[src/rtl/preadder_pipe.sv]
// preadder_pipe: two-stage handshaked floating-point pre-adder.
//   Stage 1 aligns the smaller-exponent mantissa to the larger exponent.
//   Stage 2 orders the aligned mantissas so downstream computes great +/- small.
// Optional build macro: PREADDER_STICKY_EN. When defined, the alignment loss
// bit is also folded into bit 0 of the shifted mantissa as a sticky bit.
module preadder_pipe #(
    parameter int EXP_W = 8,
    parameter int MAN_W = 26
) (
    input  logic             clk,
    input  logic             rst,
    input  logic             in_valid,
    output logic             in_ready,
    input  logic             sign_A,
    input  logic             sign_B,
    input  logic [EXP_W-1:0] exp_A,
    input  logic [EXP_W-1:0] exp_B,
    input  logic [MAN_W-1:0] mantis_A,
    input  logic [MAN_W-1:0] mantis_B,
    output logic             out_valid,
    input  logic             out_ready,
    output logic             sign_of_great,
    output logic             sign_of_small,
    output logic [EXP_W-1:0] exp,
    output logic [MAN_W-1:0] mantis_great,
    output logic [MAN_W-1:0] mantis_small,
    output logic             loss
);

    // ---------------- handshake ----------------
    logic r_v1, r_v2;
    logic w_ready2, w_accept, w_move;

    assign w_ready2 = !r_v2 || out_ready;
    assign in_ready = !r_v1 || w_ready2;
    assign w_accept = in_valid && in_ready;
    assign w_move   = r_v1 && w_ready2;

    // ---------------- stage 1: alignment ----------------
    logic             w_b_shifted;   // B has the smaller (or equal) exponent
    logic [EXP_W:0]   w_diff;
    logic             w_sat;
    logic [MAN_W-1:0] w_to_shift;
    logic [MAN_W-1:0] w_shifted;
    logic [MAN_W-1:0] w_lost_mask;
    logic             w_loss;
    logic [MAN_W-1:0] w_aligned;

    assign w_b_shifted = (exp_A >= exp_B);
    assign w_diff      = w_b_shifted ? ({1'b0, exp_A} - {1'b0, exp_B})
                                     : ({1'b0, exp_B} - {1'b0, exp_A});
    // Compare in 32 bits so MAN_W larger than the diff range still works.
    assign w_sat       = (32'(w_diff) >= MAN_W);
    assign w_to_shift  = w_b_shifted ? mantis_B : mantis_A;
    assign w_shifted   = w_sat ? '0 : (w_to_shift >> w_diff);
    assign w_lost_mask = w_sat ? '1 : ~({MAN_W{1'b1}} << w_diff);
    assign w_loss      = |(w_to_shift & w_lost_mask);

`ifdef PREADDER_STICKY_EN
    // Sticky bit joins the mantissa so it influences the ordering compare.
    assign w_aligned = w_shifted | {{(MAN_W-1){1'b0}}, w_loss};
`else
    assign w_aligned = w_shifted;
`endif

    logic [EXP_W-1:0] r1_exp;
    logic [MAN_W-1:0] r1_man_a, r1_man_b;
    logic             r1_sign_a, r1_sign_b;
    logic             r1_b_shifted;
    logic             r1_loss;

    // Valid bits for both stages; bubbles collapse via w_ready2.
    always_ff @(posedge clk or posedge rst) begin
        if (rst) begin
            r_v1 <= 1'b0;
            r_v2 <= 1'b0;
        end else begin
            if (w_accept)    r_v1 <= 1'b1;
            else if (w_move) r_v1 <= 1'b0;
            if (w_move)         r_v2 <= 1'b1;
            else if (out_ready) r_v2 <= 1'b0;
        end
    end

    // Stage 1 data capture on accept; held otherwise.
    always_ff @(posedge clk or posedge rst) begin
        if (rst) begin
            r1_exp       <= '0;
            r1_man_a     <= '0;
            r1_man_b     <= '0;
            r1_sign_a    <= 1'b0;
            r1_sign_b    <= 1'b0;
            r1_b_shifted <= 1'b0;
            r1_loss      <= 1'b0;
        end else if (w_accept) begin
            r1_exp       <= w_b_shifted ? exp_A : exp_B;
            r1_man_a     <= w_b_shifted ? mantis_A : w_aligned;
            r1_man_b     <= w_b_shifted ? w_aligned : mantis_B;
            r1_sign_a    <= sign_A;
            r1_sign_b    <= sign_B;
            r1_b_shifted <= w_b_shifted;
            r1_loss      <= w_loss;
        end
    end

    // ---------------- stage 2: ordering ----------------
    logic [MAN_W-1:0] w_ns_man, w_sh_man;
    logic             w_ns_sign, w_sh_sign;
    logic             w_ns_great;

    assign w_ns_man  = r1_b_shifted ? r1_man_a  : r1_man_b;
    assign w_sh_man  = r1_b_shifted ? r1_man_b  : r1_man_a;
    assign w_ns_sign = r1_b_shifted ? r1_sign_a : r1_sign_b;
    assign w_sh_sign = r1_b_shifted ? r1_sign_b : r1_sign_a;

    // Ties: same sign keeps the non-shifted operand great; opposite signs
    // pick the positive operand so the difference resolves to +0.
    assign w_ns_great = (w_ns_man > w_sh_man) ||
                        ((w_ns_man == w_sh_man) &&
                         ((w_ns_sign == w_sh_sign) || !w_ns_sign));

    logic             r2_sign_g, r2_sign_s;
    logic [EXP_W-1:0] r2_exp;
    logic [MAN_W-1:0] r2_man_g, r2_man_s;
    logic             r2_loss;

    // Stage 2 data capture when stage 1 drains into it.
    always_ff @(posedge clk or posedge rst) begin
        if (rst) begin
            r2_sign_g <= 1'b0;
            r2_sign_s <= 1'b0;
            r2_exp    <= '0;
            r2_man_g  <= '0;
            r2_man_s  <= '0;
            r2_loss   <= 1'b0;
        end else if (w_move) begin
            r2_sign_g <= w_ns_great ? w_ns_sign : w_sh_sign;
            r2_sign_s <= w_ns_great ? w_sh_sign : w_ns_sign;
            r2_exp    <= r1_exp;
            r2_man_g  <= w_ns_great ? w_ns_man : w_sh_man;
            r2_man_s  <= w_ns_great ? w_sh_man : w_ns_man;
            r2_loss   <= r1_loss;
        end
    end

    assign out_valid     = r_v2;
    assign sign_of_great = r2_sign_g;
    assign sign_of_small = r2_sign_s;
    assign exp           = r2_exp;
    assign mantis_great  = r2_man_g;
    assign mantis_small  = r2_man_s;
    assign loss          = r2_loss;

endmodule
[config.mk]
export PLATFORM = sky130hd
export DESIGN_NAME = preadder_pipe
export DESIGN_NICKNAME = d
export VERILOG_FILES = /design/src/rtl/preadder_pipe.sv
export SDC_FILE = /design/constraint.sdc
export NUM_CORES = 1
export LEC_CHECK = 0
export ABC_AREA = 1
export BUFFER_PORTS_ARGS = -buffer_cell sky130_fd_sc_hd__buf_4
export CORE_MARGIN = 2
export CORE_UTILIZATION = 40
export DETAILED_ROUTE_END_ITERATION = 10
export GPL_TIMING_DRIVEN = 0
export SKIP_LAST_GASP = 1
export SYNTH_ARGS = -nofsm -noshare
export SYNTH_HDL_FRONTEND = slang
export SYNTH_SLANG_ARGS = --single-unit
[constraint.sdc]
create_clock -name clk -period 5.2 [get_ports clk]
set_clock_uncertainty 0.05 [all_clocks]
set_input_delay 1.04 -clock clk [delete_from_list [all_inputs] [get_ports clk]]
set_output_delay 1.04 -clock clk [all_outputs]
set_load 0.01 [all_outputs]
==> metrics.txt <==
# TYPE chip_impl_metric gauge
chip_impl_metric{name="power.combinational.fraction",unit="%"} 50.5
chip_impl_info{name="critical_path_class",value="reg2reg"} 1
chip_impl_metric{name="finalWirelength",unit="um"} 40000
chip_impl_metric{name="routed_via_density",unit=""} 5.45
chip_impl_metric{name="syn-cell-area",unit="um^2"} 10300
chip_impl_metric{name="hold_viol",unit=""} 0
chip_impl_metric{name="fraction_of_final_layout_cells_sized_beyond_drive_strength_1",unit="%"} 14.4
chip_impl_metric{name="hold_ws",unit="ns"} 0.432
chip_impl_metric{name="hold_depth",unit=""} 2
chip_impl_metric{name="core_area",unit="um^2"} 25300
chip_impl_metric{name="cts.repair.resized",unit=""} 0
chip_impl_metric{name="drv.max_cap_violation_count",unit=""} 0
chip_impl_metric{name="placement_stage_worst_setup_slack",unit="ns"} 0.666
chip_impl_metric{name="yosys-mux-area-fraction",unit="%"} 0.194
chip_impl_metric{name="timing.critical_path.fanout_max",unit=""} 10
chip_impl_metric{name="critical_path_arrival",unit="ns"} 4.95
chip_impl_metric{name="grt-ovfl-total",unit=""} 0
chip_impl_metric{name="route.detailed.wl_per_inst",unit="um"} 19.2
chip_impl_metric{name="yosysUniqueCellTypes",unit=""} 42
chip_impl_metric{name="die_area",unit="um^2"} 27100
chip_impl_metric{name="cts_post_setup_buffers_inserted",unit=""} 0
chip_impl_info{name="crit_path_end_kind",value="flop"} 1
chip_impl_metric{name="grt_first_pass_wirelength",unit="um"} 61500
chip_impl_metric{name="ctsLongestPathBuffers",unit=""} 2
chip_impl_metric{name="route.antenna.remaining_nets",unit=""} 0
chip_impl_metric{name="hold_buffers",unit=""} 0
chip_impl_metric{name="number_of_antenna_violations_at_the_first_check_in_global_routing",unit=""} 0
chip_impl_metric{name="drc_violations_left",unit=""} 0
chip_impl_metric{name="pin_count",unit=""} 139
chip_impl_metric{name="timing_worst_slew_pin_value",unit="ns"} 1.06
chip_impl_metric{name="rr_worst_depth",unit=""} 21
chip_impl_metric{name="layout_fillers",unit=""} 2639
chip_impl_metric{name="final_min_period_over_clock_period",unit="%"} 90.3
chip_impl_info{name="post_synth_main_area_contributors",value="dfrtp_1 (31%), nand2_1 (19%), nand3_1 (10%)"} 1
chip_impl_metric{name="p_int",unit="uW"} 3250
chip_impl_metric{name="yosysTopAreaCellShare",unit="%"} 31.3
chip_impl_metric{name="layout.cell_area.non_filler",unit="um^2"} 12500
chip_impl_metric{name="seq_power_share",unit="%"} 25.9
chip_impl_metric{name="ctsHtreeMaxLevel",unit=""} 4
chip_impl_metric{name="clock_sinks",unit=""} 129
chip_impl_metric{name="placedInstanceArea",unit="um^2"} 11800
chip_impl_metric{name="upper_clock_frequency_limit",unit="GHz"} 0.213
chip_impl_metric{name="p_total",unit="uW"} 5820
chip_impl_metric{name="drt_first_iter_violations",unit=""} 1272
chip_impl_metric{name="via_count_of_the_first_global_routing_pass",unit=""} 10800
chip_impl_metric{name="antenna_cells_inserted",unit=""} 0
chip_impl_metric{name="pwr_density_cell",unit="nW/um^2"} 466
chip_impl_metric{name="yosys_warnings",unit=""} 0
chip_impl_metric{name="netSwitchingPower",unit="uW"} 2580
chip_impl_info{name="synth_top_family_by_area",value="simple AND/OR/NAND/NOR gates"} 1
chip_impl_metric{name="floorplan.rows",unit=""} 58
chip_impl_info{name="worst_r2r_endpoint",value="mantis_small[1]"} 1
chip_impl_metric{name="postSynthRegisterBits",unit=""} 129
chip_impl_metric{name="p_clk_share",unit="%"} 23.6
chip_impl_info{name="hold_path.startpoint",value="mantis_great[6]"} 1
chip_impl_info{name="rsz0062_at_grt",value="no"} 1
chip_impl_info{name="outcome",value="finished, final reports clean"} 1
chip_impl_metric{name="floorplan.die.height",unit="um"} 165
chip_impl_metric{name="maximum_number_of_pins_on_one_net_before_global_route_repair",unit=""} 78
chip_impl_metric{name="synthCells",unit=""} 1586
chip_impl_metric{name="clk_pin_slew_worst_paths",unit="ns"} 0.06
chip_impl_info{name="min_to",value="mantis_great[6]"} 1
chip_impl_metric{name="power.share.switching",unit="%"} 44.2
chip_impl_metric{name="power.leakage",unit="uW"} 0.00662
chip_impl_metric{name="vdd_drop_max",unit="mV"} 0.254
chip_impl_metric{name="initial_utilization",unit="%"} 40.9
chip_impl_metric{name="final_net_count",unit=""} 1861
chip_impl_metric{name="yosys.area_share.xor_xnor",unit="%"} 0.678
chip_impl_metric{name="slew-limit-headroom",unit="%"} 28.6
chip_impl_metric{name="final_max_slew_viol_count",unit=""} 0
chip_impl_metric{name="hpwlAfterDp",unit="um"} 32000
chip_impl_info{name="worst_hold_path_type",value="reg2reg"} 1
chip_impl_metric{name="cts_made_buffers",unit=""} 17
chip_impl_metric{name="clk_lat_worst_skew",unit="ns"} 0.42
chip_impl_metric{name="min_period",unit="ns"} 4.70
chip_impl_metric{name="post_synth_and_or_nand_nor_area_fraction",unit="%"} 36.1
chip_impl_info{name="worst_r2r_startpoint",value="r1_b_shifted"} 1
chip_impl_metric{name="weighted_congestion_reported_at_the_end_of_routability_driven_placement",unit=""} 1.01
chip_impl_metric{name="postSynthNetCount",unit=""} 1703
chip_impl_metric{name="synth_compound_area_share",unit="%"} 14.7
chip_impl_metric{name="adder_cell_area_share_of_the_yosys_netlist",unit="%"} 5.35
chip_impl_info{name="synth.largest_area_cell",value="dfrtp_1"} 1
chip_impl_metric{name="firstDrtPassIters",unit=""} 5
chip_impl_info{name="crit_path_start_kind",value="flop"} 1
chip_impl_info{name="cts_tree",value="built"} 1
chip_impl_metric{name="syn2layout_area_growth",unit="%"} 20.9
chip_impl_metric{name="via_count",unit=""} 11400
chip_impl_metric{name="worstPathRequired",unit="ns"} 5.46
chip_impl_info{name="clk_root_buffer_cell",value="clkbuf_16"} 1
chip_impl_metric{name="number_of_buffers_inserted_by_port_buffering",unit=""} 138
chip_impl_metric{name="avgSynthCellArea",unit="um^2"} 6.51
chip_impl_metric{name="floorplan.die.width",unit="um"} 165
chip_impl_metric{name="grt_use_total",unit="%"} 29.9
chip_impl_metric{name="setup_slack",unit="ns"} 0.504
chip_impl_metric{name="seq_area_frac_synth",unit="%"} 31.3
chip_impl_metric{name="ff2ff_setup_slack",unit="ns"} 0.50
chip_impl_metric{name="setup-violations-final",unit=""} 0
[sequential cells by signal, indices dropped and copies added, names as in the netlist]
name,cells
r1_exp,8
sign_of_small,1
out_valid,1
mantis_great,26
r_v1,1
r1_man_b,26
r1_b_shifted,1
r1_loss,1
r1_sign_a,1
exp,8
mantis_small,26
loss,1
r1_sign_b,1
r1_man_a,26
sign_of_great,1
[per-stage QoR]
stage / TNS, ns / utilization, % / cells
floorplan: 0 / - / 1586
global placement: -104.70 / 46.6 / 2054
detailed placement: 0 / 46.8 / 2055
CTS: 0 / 49.5 / 2087
global route: 0 / 49.5 / 2087
finish: 0 / 49.5 / 2087
[layout make-up]
type	instances	area [um^2]	share of cell area (%)
Multi-Input combinational cell	1161	5890	47.2
Sequential cell	129	3230	25.8
Timing Repair Buffer	139	1060	8.52
Inverter	204	771	6.17
Clock buffer	21	480	3.85
Buffer	92	445	3.57
Tap cell	330	413	3.31
Clock inverter	11	199	1.59
[routing by layer]
layer / track usage (%) / up-vias / wire length [um]
met5: 0 / - / 0
met1: 40.2 / 5329 / 17500
met2: 49.6 / 447 / 18700
li1: - / 5526 / -
met4: 9.96 / 0 / 1220
met3: 3.89 / 66 / 2540
[critical path, stage by stage (launching register included)]
cell and delay [ns]:
dfrtp_1 0.44, clkbuf_1 0.32, clkbuf_1 0.39, clkbuf_1 0.49
nand2_1 0.10, o21ai_0 0.10, inv_1 0.10, ha_1 0.31
nand2_1 0.07, o21ai_0 0.25, nand3_1 0.14, o2111ai_1 0.15
nand3_1 0.17, o2111ai_1 0.16, nand2_1 0.10, nand2_1 0.09
nand2_1 0.21, inv_2 0.20, clkbuf_1 0.44, nand2_1 0.10
o211ai_1 0.12, nand2_1 0.07
[layout by cell type, fill, tap and decap left out, types with 3 or more instances in the layout]
cell type,Yosys,final
a21oi_1,51,51
buf_1,12,12
buf_2,23,23
buf_4,5,143
buf_6,7,7
bufinv_16,0,5
clkbuf_1,45,45
clkbuf_16,0,17
clkbuf_8,0,4
clkinvlp_4,0,3
dfrtp_1,129,129
ha_1,41,41
inv_1,197,196
inv_2,7,7
inv_6,0,3
nand2_1,534,534
nand2_2,9,9
nand2_4,3,3
nand3_1,215,215
nand3_2,7,7
nand4_1,27,27
nor2_1,39,39
nor2_2,6,6
nor2_4,4,4
o2111ai_1,3,3
o211ai_1,49,49
o21ai_0,99,99
o21ai_1,9,9
o221ai_1,17,17
o22ai_1,18,18
or2_2,4,4
xor2_1,7,7
[cell usage after synthesis, drive strengths merged]
cell type and number:
ha 41, nand2 547, clkbuf 45, or3 1, xnor2 1, xor2 7, nor3b 1, o21ai 108
o31ai 1, dfrtp 129, o21a 1, mux2i 2, o22ai 18, nand3b 1, nand4 27, inv 204
a21oi 53, buf 47, o211ai 49, o221ai 17, or2 4, nand3 222, o21ba 1, o2111ai 3
nor3 3, nor2 49, a31oi 2, fa 2
[how the worst max path moves through the flow]
stage / startpoint / end / slack (ns)
2_1_floorplan: rst / exp[0] / 0.67
3_3_place_gp: rst / r1_man_a[17] / -0.82
3_5_place_dp: r1_b_shifted / mantis_small[1] / 0.67
4_1_cts: r1_b_shifted / mantis_small[1] / 0.59
5_1_grt: r1_b_shifted / mantis_small[1] / 0.12
6_report: r1_b_shifted / mantis_small[1] / 0.50
[logic make-up (layout without fill, tap and decap cells)]
group,after synthesis,in the layout
compound gates,253,253
simple gates,855,855
fa+ha+maj,43,43
mux,2,2
xor+xnor,8,8
flops,129,129
buf+inv,296,467
[power groups by stage]
stage	combinational (uW)	clock [uW]	sequential [uW]
after floorplan	1710	0	1590
after global placement	2860	0	1510
after detailed placement	2890	0	1520
after CTS	2910	1390	1500
after global routing	3260	1440	1540
final	2940	1370	1510
Power figures use the tool's default switching activity.
